**src/rtl/keypad_scanner_pkg.sv**
```systemverilog
// Shared definitions for the 4x4 keypad scanner: matrix geometry, the
// legend table and the report FSM state type.
package keypad_pkg;

    localparam int NUM_COLS = 4;
    localparam int NUM_ROWS = 4;
    localparam int NUM_KEYS = NUM_COLS * NUM_ROWS;

    typedef enum logic {
        IDLE = 1'b0,
        DOWN = 1'b1
    } rpt_state_e;

    // Entry [4*col + row] is the hex legend printed on that key.
    localparam logic [NUM_KEYS-1:0][3:0] LEGEND = {
        4'hD, 4'hC, 4'hB, 4'hA,
        4'hE, 4'h9, 4'h6, 4'h3,
        4'hF, 4'h8, 4'h5, 4'h2,
        4'h0, 4'h7, 4'h4, 4'h1
    };

endpackage

```
**src/rtl/keypad_scanner_if.sv**
```systemverilog
// Key report channel: valid/ack handshake with the key legend, plus the
// held and sticky overflow status lines.
interface keypad_if;

    logic [3:0] key_code;
    logic       key_valid;
    logic       key_ack;
    logic       key_held;
    logic       overflow;
    logic       overflow_clr;

    modport master (
        output key_code, key_valid, key_held, overflow,
        input  key_ack, overflow_clr
    );

    modport slave (
        input  key_code, key_valid, key_held, overflow,
        output key_ack, overflow_clr
    );

endinterface

```
**src/rtl/keypad_onehot_check.sv**
```systemverilog
// Classifies a 16-bit key snapshot as empty, single-key or multi-key and
// returns the bit index, which is meaningful only for a single key.
module keypad_onehot_check
    import keypad_pkg::*;
(
    input  logic [NUM_KEYS-1:0] vec_i,
    output logic                is_zero_o,
    output logic                is_single_o,
    output logic [3:0]          index_o
);

    always_comb begin
        is_zero_o   = (vec_i == '0);
        is_single_o = !is_zero_o && ((vec_i & (vec_i - 16'd1)) == '0);
        index_o     = 4'd0;
        for (int i = 0; i < NUM_KEYS; i++) begin
            if (vec_i[i]) index_o = 4'(i);
        end
    end

endmodule

```
**src/rtl/keypad_scanner.sv**
```systemverilog
// Column-strobed 4x4 keypad scanner with whole-scan debounce and a
// single-slot valid/ack key report.
//
//   state | meaning
//   IDLE  | debounced state holds no single key; next single key is a press
//   DOWN  | a press was seen; waiting for all keys to be released
module keypad_scanner
    import keypad_pkg::*;
#(
    parameter int SCAN_DIV       = 1000,
    parameter int DEBOUNCE_SCANS = 8
) (
    input  logic        clk,
    input  logic        rst_n,
    output logic [3:0]  col_n_o,
    input  logic [3:0]  row_n_i,
    keypad_if.master    key_if
);

    localparam int             DW       = $clog2(SCAN_DIV);
    localparam logic [DW-1:0]  DW_LAST  = DW'(SCAN_DIV - 1);
    localparam logic [7:0]     CNT_MAX  = 8'(DEBOUNCE_SCANS);

    logic [3:0]          sync1_q, sync2_q;
    logic [DW-1:0]       dwell_q, dwell_d;
    logic [1:0]          col_q, col_d;
    logic [NUM_KEYS-1:0] raw_q, raw_d;
    logic [NUM_KEYS-1:0] prev_q, prev_d;
    logic [NUM_KEYS-1:0] stable_q, stable_d;
    logic [7:0]          cnt_q, cnt_d;
    logic                upd_q, upd_d;
    rpt_state_e          state_q, state_d;
    logic [3:0]          code_q, code_d;
    logic                valid_q, valid_d;
    logic                ovf_q, ovf_d;

    logic                sample, scan_end, press;
    logic [NUM_KEYS-1:0] snap;
    logic                st_zero, st_single;
    logic [3:0]          st_index;

    keypad_onehot_check u_onehot (
        .vec_i       (stable_q),
        .is_zero_o   (st_zero),
        .is_single_o (st_single),
        .index_o     (st_index)
    );

    assign sample   = (dwell_q == DW_LAST);
    assign scan_end = sample && (col_q == 2'd3);
    // Column 3 rows join the stored columns 0-2 to form the full snapshot.
    assign snap     = {~sync2_q, raw_q[11:0]};
    assign col_n_o  = ~(4'b0001 << col_q);

    always_comb begin
        dwell_d  = dwell_q + DW'(1);
        col_d    = col_q;
        raw_d    = raw_q;
        prev_d   = prev_q;
        cnt_d    = cnt_q;
        stable_d = stable_q;
        upd_d    = 1'b0;
        if (sample) begin
            dwell_d = '0;
            col_d   = col_q + 2'd1;
            raw_d[{col_q, 2'b00} +: 4] = ~sync2_q;
        end
        if (scan_end) begin
            prev_d = snap;
            if (snap == prev_q) begin
                if (cnt_q != CNT_MAX) cnt_d = cnt_q + 8'd1;
            end else begin
                cnt_d = 8'd1;
            end
            if (cnt_d == CNT_MAX) begin
                stable_d = snap;
                upd_d    = 1'b1;
            end
        end
    end

    always_comb begin
        state_d = state_q;
        press   = 1'b0;
        if (upd_q) begin
            case (state_q)
                IDLE: if (st_single) begin
                    state_d = DOWN;
                    press   = 1'b1;
                end
                DOWN: if (st_zero) state_d = IDLE;
                default: state_d = IDLE;
            endcase
        end

        code_d  = code_q;
        valid_d = valid_q;
        ovf_d   = ovf_q;
        if (valid_q && key_if.key_ack) valid_d = 1'b0;
        // An ack in the same cycle frees the slot, so the new press is taken.
        if (press) begin
            if (!valid_q || key_if.key_ack) begin
                code_d  = LEGEND[st_index];
                valid_d = 1'b1;
            end else begin
                ovf_d = 1'b1;
            end
        end
        if (key_if.overflow_clr && !(press && valid_q && !key_if.key_ack)) ovf_d = 1'b0;
    end

    always_ff @(posedge clk or negedge rst_n) begin
        if (!rst_n) begin
            sync1_q  <= 4'hF;
            sync2_q  <= 4'hF;
            dwell_q  <= '0;
            col_q    <= 2'd0;
            raw_q    <= '0;
            prev_q   <= '0;
            cnt_q    <= 8'd0;
            stable_q <= '0;
            upd_q    <= 1'b0;
            state_q  <= IDLE;
            code_q   <= 4'd0;
            valid_q  <= 1'b0;
            ovf_q    <= 1'b0;
        end else begin
            sync1_q  <= row_n_i;
            sync2_q  <= sync1_q;
            dwell_q  <= dwell_d;
            col_q    <= col_d;
            raw_q    <= raw_d;
            prev_q   <= prev_d;
            cnt_q    <= cnt_d;
            stable_q <= stable_d;
            upd_q    <= upd_d;
            state_q  <= state_d;
            code_q   <= code_d;
            valid_q  <= valid_d;
            ovf_q    <= ovf_d;
        end
    end

    assign key_if.key_code  = code_q;
    assign key_if.key_valid = valid_q;
    assign key_if.key_held  = (state_q == DOWN) && st_single;
    assign key_if.overflow  = ovf_q;

endmodule

```
**src/flat_wrapper.sv**
```systemverilog
// flat-port wrapper written by rule: the top's interface ports become plain ports
module keypad_scanner_flat import keypad_pkg::*;
#(
    parameter int SCAN_DIV       = 1000,
    parameter int DEBOUNCE_SCANS = 8
)
  (clk, rst_n, col_n_o, row_n_i, key_if_key_code, key_if_key_valid, key_if_key_held, key_if_overflow, key_if_key_ack, key_if_overflow_clr);
  keypad_if key_if_i ();
  input  logic clk;
  input  logic rst_n;
  output logic [3:0] col_n_o;
  input  logic [3:0] row_n_i;
  output wire logic [$bits(key_if_i.key_code)-1:0] key_if_key_code;
  output wire logic [$bits(key_if_i.key_valid)-1:0] key_if_key_valid;
  output wire logic [$bits(key_if_i.key_held)-1:0] key_if_key_held;
  output wire logic [$bits(key_if_i.overflow)-1:0] key_if_overflow;
  input wire logic [$bits(key_if_i.key_ack)-1:0] key_if_key_ack;
  input wire logic [$bits(key_if_i.overflow_clr)-1:0] key_if_overflow_clr;
  assign key_if_key_code = key_if_i.key_code;
  assign key_if_key_valid = key_if_i.key_valid;
  assign key_if_key_held = key_if_i.key_held;
  assign key_if_overflow = key_if_i.overflow;
  assign key_if_i.key_ack = key_if_key_ack;
  assign key_if_i.overflow_clr = key_if_overflow_clr;
  keypad_scanner #(.SCAN_DIV(SCAN_DIV), .DEBOUNCE_SCANS(DEBOUNCE_SCANS)) u_core (.clk(clk), .rst_n(rst_n), .col_n_o(col_n_o), .row_n_i(row_n_i), .key_if(key_if_i));
endmodule
```
**config.mk**
```make
export PLATFORM = sky130hd
export DESIGN_NAME = keypad_scanner_flat
export DESIGN_NICKNAME = d
export VERILOG_FILES = /design/src/rtl/keypad_scanner_pkg.sv /design/src/rtl/keypad_scanner_if.sv /design/src/rtl/keypad_onehot_check.sv /design/src/rtl/keypad_scanner.sv /design/src/flat_wrapper.sv
export SDC_FILE = /design/constraint.sdc
export NUM_CORES = 1
export LEC_CHECK = 0
export CORE_UTILIZATION = 65
export CTS_BUF_LIST = sky130_fd_sc_hd__clkbuf_4 sky130_fd_sc_hd__clkbuf_8 sky130_fd_sc_hd__clkbuf_16
export DETAILED_ROUTE_END_ITERATION = 7
export GPL_ROUTABILITY_DRIVEN = 0
export HOLD_SLACK_MARGIN = 0.06
export PLACE_DENSITY = 0.94
export SETUP_SLACK_MARGIN = 0.02
export SYNTH_ARGS = -nofsm -noshare
export SYNTH_HDL_FRONTEND = slang
export SYNTH_SLANG_ARGS = --single-unit
```
**constraint.sdc**
```tcl
create_clock -name clk -period 5.7 [get_ports clk]
set_clock_uncertainty 0.15 [all_clocks]
set_input_delay 1.14 -clock clk [delete_from_list [all_inputs] [get_ports clk]]
set_output_delay 1.14 -clock clk [all_outputs]
set_load 0.005 [all_outputs]
```
# Yosys cells after proc, flatten, opt, wreduce, memory -nomap -nowiden
# Memory sizes are Yosys's and may differ from the RTL's. A register that Yosys moved wholly into a read port is not among the register bits.
# Cells that the tools add are included.
[classes]
eq_ne = 6
bitwise_logic = 4
mux = 33
reduce_logical = 19
add_sub_neg = 5
shift = 3
[ops]
columns = ["op", "n"]
rows = [
  ["$mux 4", 14],
  ["$logic_not 16->1", 2],
  ["$mux 8", 3],
  ["$and 16x16->16", 1],
  ["$bwmux 16", 1],
  ["$eq 16x16->1", 1],
  ["$shift 4x6->16 const A", 1],
  ["$shiftx 4x6->16", 1],
  ["$sub 16x1->16 const B", 1],
  ["$mux 1", 13],
  ["$add 10x1->10 const B", 1],
  ["$eq 10x10->1 const B", 1],
  ["$mux 10", 1],
  ["$add 8x1->8 const B", 1],
  ["$eq 8x4->1 const B", 1],
  ["$ne 8x4->1 const B", 1],
  ["$not 4->4", 2],
  ["$logic_and 1x1->1", 7],
  ["$neg 4->6", 1],
  ["$reduce_and 2->1", 3],
  ["$logic_not 1->1", 5],
  ["$shl 1x2->4 const A", 1],
  ["$add 2x1->2 const B", 1],
  ["$eq 2x2->1 const B", 1],
  ["other kinds (5)", 5],
]
[totals]
inputBits = 8
memories = 1
rom_bits = 64
output_inout_bits = 11
elab_cells = 83
ff_bits = 80
[memory_table]
columns = ["memory", "words", "word_bits", "rd", "rd_clocked_by_memory_dff", "wr", "line_no", "rtl"]
rows = [
  ["(no name shown)", 16, 4, 1, 1, 0, "keypad_scanner.sv:103", "code_d = LEGEND[st_index];"],
]

# Longest topological paths before layout
[logic_depth]
word_depth = 15
depth_mapped = 10
mapped_depth_nobuf = 9

# Cells and area by module
# From an unflattened synthesis, not the netlist that was laid out.
[hier_totals]
cells_unflattened = 409
area_unflattened_um2 = 4088.9
[modules_own_cells]
columns = ["mod", "n_inst", "seq_area_each_um2", "cells_each", "area_per_inst_um2"]
rows = [
  ["keypad_scanner", 1, 2011.9, 357, 3752.3],
  ["keypad_onehot_check", 1, 0.0, 52, 336.6],
]

# Worst setup path after synthesis
# No wires, ideal clock.
[synth_path]
path_type = "reg-to-output"
start = "register u_core.stable_q[9]"
end = "output port key_if_key_held"
arrival_ns = 1.653
stages_incl_launch_ff = 6
path_buffers = 1
required_time_ns = 4.410
setup_slack_ns = 2.757
path_cell_list = "dfrtp_1 -> buf_6 -> nor4_2 -> a41o_2 -> o21ai_0 -> nor4_1"
[synth_via]
elab_chain_len = 5
elab_cells_between_ends = 7
classes_between = "add/sub: 1; bitwise: 1; reduce/logical: 5"
[synth_lines]
columns = ["item", "line_no", "rtl"]
rows = [
  ["start: declaration", "keypad_scanner.sv:29", "logic [NUM_KEYS-1:0] stable_q, stable_d;"],
  ["start signal: assignment", "keypad_scanner.sv:135", "stable_q <= stable_d;"],
  ["$sub 16x1->16", "keypad_onehot_check.sv:14", "is_single_o = !is_zero_o && ((vec_i & (vec_i - 16'd1)) == '0);"],
  ["$and 16x16->16", "keypad_onehot_check.sv:14", ""],
  ["$logic_not 16->1", "keypad_onehot_check.sv:14", ""],
  ["$logic_and 1x1->1 (*)", "keypad_onehot_check.sv:14", ""],
  ["$logic_and 1x1->1 (*)", "keypad_scanner.sv:146", "assign key_if.key_held = (state_q == DOWN) && st_single;"],
  ["end: declaration", "flat_wrapper.sv:15", "output wire logic [$bits(key_if_i.key_held)-1:0] key_if_key_held;"],
]
# Every way passes the cells marked *; elsewhere a longest branch is shown, timed or not.

# Final worst setup path
[layout_path]
start = "register u_core.stable_q[4]"
end = "output port key_if_key_held"
# Same word-level chain as after synthesis.

==> results.ini <==
[route]
drt_iter0_drc = 291
vias = 2990
drcViolationCount = 0
wl_per_cell_um = 17.96
vias_per_cell = 6.444
postRouteWirelength_mm = 8.332
dr.pass1.iters = 5
ant_nets = 0

[cts]
cts.clk_slew.worst_paths_ns = 0.09
cts_tree = yes
clock_latency_ns = 0.35
htreeDepth = 3
cts_buffers = 9
clockRootBuffer = clkbuf_8
clock_sinks = 80
cts_resized = 0
clock_path_buffers = 2
post_cts_buffers = 0
cts_hold_buf = 0

[floorplan]
start_util_pct = 67.30
coreArea_um2 = 5886
row_count = 28
die_y_um = 80.07
dieArea_um2 = 6410
die_w_um = 80.07
io_pins = 19

[global_routing]
grt_start_max_net_pins = 81
grt_use_total_pct = 29.17
grt_pass1_vias = 2909
antenna_found_initial = 0
grt_pass1_wl_mm = 13.88
gr-total-overflow = 0

[synthesis]
synth-async-reset-ratio_pct = 100.0
synth_top_cell_by_area = dfrtp_1
synth_fp_nets = 380
synth_warnings = 0
synth.distinct_cells = 53
synth_top_area_share_pct = 45.48
avgSynthCellArea_um2 = 10.94
yosys-top-cells-area = dfrtp_1 (45%), mux2_2 (8.2%), dfstp_2 (5.3%), xor2_1 (4.0%), o31ai_1 (3.6%)
synth-seq-cells = 80
synth_edf_count = 0
syn_area_um2 = 3961
yosysSeqAreaShare_pct = 50.79
syn_inst = 362
synth_top_flop_cell = dfrtp_1

[power_and_ir_drop]
peakVddDrop_mv = 0.2264
power.density_nw_per_um2 = 231.5
finalPower_uw = 1019
leakagePower_uw = 0.002086

[cells_and_area]
drive_gt1_share_pct = 17.99
layout.nets = 402
diodes = 0
final_common_cell = dfrtp_1
final_cell_mix = dfrtp_1 (72), nand2_1 (31), mux2_2 (29)
fill_cells = 360
area_growth_pct = 11.18

[place]
dp_hpwl_mm = 5.540
placement.io_buffers = 18

[sta]
fmax_mhz = 245.4
tns_ns = 0
max_slew_margin_pct = 30.59
fin_crit_ns = 4.074
rsz0062_at_grt = no
period_share_pct = 71.48
drv_slew = 0
setup_viol = 0
tightest_slew_ns = 1.033
final_hold_viol_count = 0

[worst_hold_path]
hold_path.class = reg2reg

[critical_path]
crit_arrival_ns = 2.78
cp_data_required_time_ns = 4.41
worst-path-max-fanout = 8
crit_type = reg2out
cp-start-kind = register
endpoint_kind = primary output

[flow_run]
cap_violations = 0

[outcome]
status = completed

==> logic make-up after synthesis <==
family | count (synthesis) | synth area share [%]
adders and majority gates | 12 | 3.664
DFF | 80 | 50.79
xor gates and xnor gates | 27 | 5.970
muxes | 35 | 9.760
AOI/OAI and AO/OA | 65 | 11.53
buffers and inverters | 31 | 3.411
and+or+nand+nor | 112 | 14.88
==> where the power goes <==
part | switching (uW) | internal, uW | leakage [uW]
Sequential | 3.86 | 572 | 0.00108
Combinational | 12.3 | 5.67 | 0.000905
Clock | 218 | 208 | 0.000105
Total | 234 | 786 | 0.00209
==> cell type report <==
cell class	count	area [um2]	share of cell area [%]
clock buffers	9	123.9	2.813
flip-flops and latches	80	2012	45.68
clock inverters	7	78.83	1.790
repair buffers	20	192.7	4.375
well taps	75	93.84	2.131
inverters	22	82.58	1.875
multi-input cells	251	1821	41.34
==> worst paths after layout <==
path	start	endpoint	slack, ns	cells after the start
max in group asynchronous	rst_n	u_core.prev_q[5]	4.01	1
min	u_core.sync1_q[0]	u_core.sync2_q[0]	0.21	0
min reg2reg	u_core.sync1_q[0]	u_core.sync2_q[0]	0.21	0
max	u_core.stable_q[4]	key_if_key_held	1.63	5
max reg2reg	u_core.sync2_q[0]	u_core.stable_q[7]	2.20	6
min in group asynchronous	rst_n	u_core.cnt_q[4]	0.77	1
==> registers in the layout (all words and copies together), names as in the netlist, 2 cells and up <==
| register | cells |
|---|---|
| u_core.cnt_q | 8 |
| u_core.raw_q | 12 |
| u_core.sync1_q | 4 |
| u_core.dwell_q | 10 |
| u_core.prev_q | 16 |
| u_core.sync2_q | 4 |
| u_core.stable_q | 16 |
| u_core.col_q | 2 |
| u_core.key_if.key_code | 4 |
==> stage by stage <==
step	setup WS, ns	utilization, %	hold WS, ns	instances	cell area (um2)
final	1.626	74.83	0.2104	464	4404
after floorplan	2.757	-	0.1952	362	3961
after detailed placement	2.042	71.39	0.1988	448	4202
after CTS	1.628	74.83	0.2120	464	4404
after global routing	1.400	74.83	0.2145	464	4404
after global placement	2.088	71.39	0.1965	448	4202
==> critical path: stages, from the launching register on <==
cell	delay [ns]
dfrtp_1	0.46
nor4_1	0.69
a41o_2	0.31
o21ai_0	0.11
nor4_1	0.30
clkdlybuf4s50_1	0.55
==> metal layers <==
metal,wire length (um),part of all wire [%],global-route usage [%]
met4,274,3.3,14.64
met5,0,0,0
met1,3544,43,39.06
met2,4054,49,46.15
met3,458,5.5,4.886
==> synthesized netlist by cell type, types with 2 or more instances <==
cell type and n:
nor4_1 9, o22ai_1 2, dfrtp_1 72, nand4_1 6
mux2_2 29, o21ai_0 21, a21oi_1 4, nand2b_1 4
or4_4 2, nand2_1 31, a2111oi_0 2, xnor2_1 9
buf_6 2, clkbuf_1 4, nand3_1 12, and3_1 4
maj3_1 2, nor2_1 25, mux2i_1 6, inv_1 22
o31a_2 2, nor2b_1 4, ha_1 10, clkbuf_2 3
o31ai_1 19, dfstp_2 8, or4_1 3, xor2_1 18
nor3_1 3
Power figures use the tool's default switching activity.
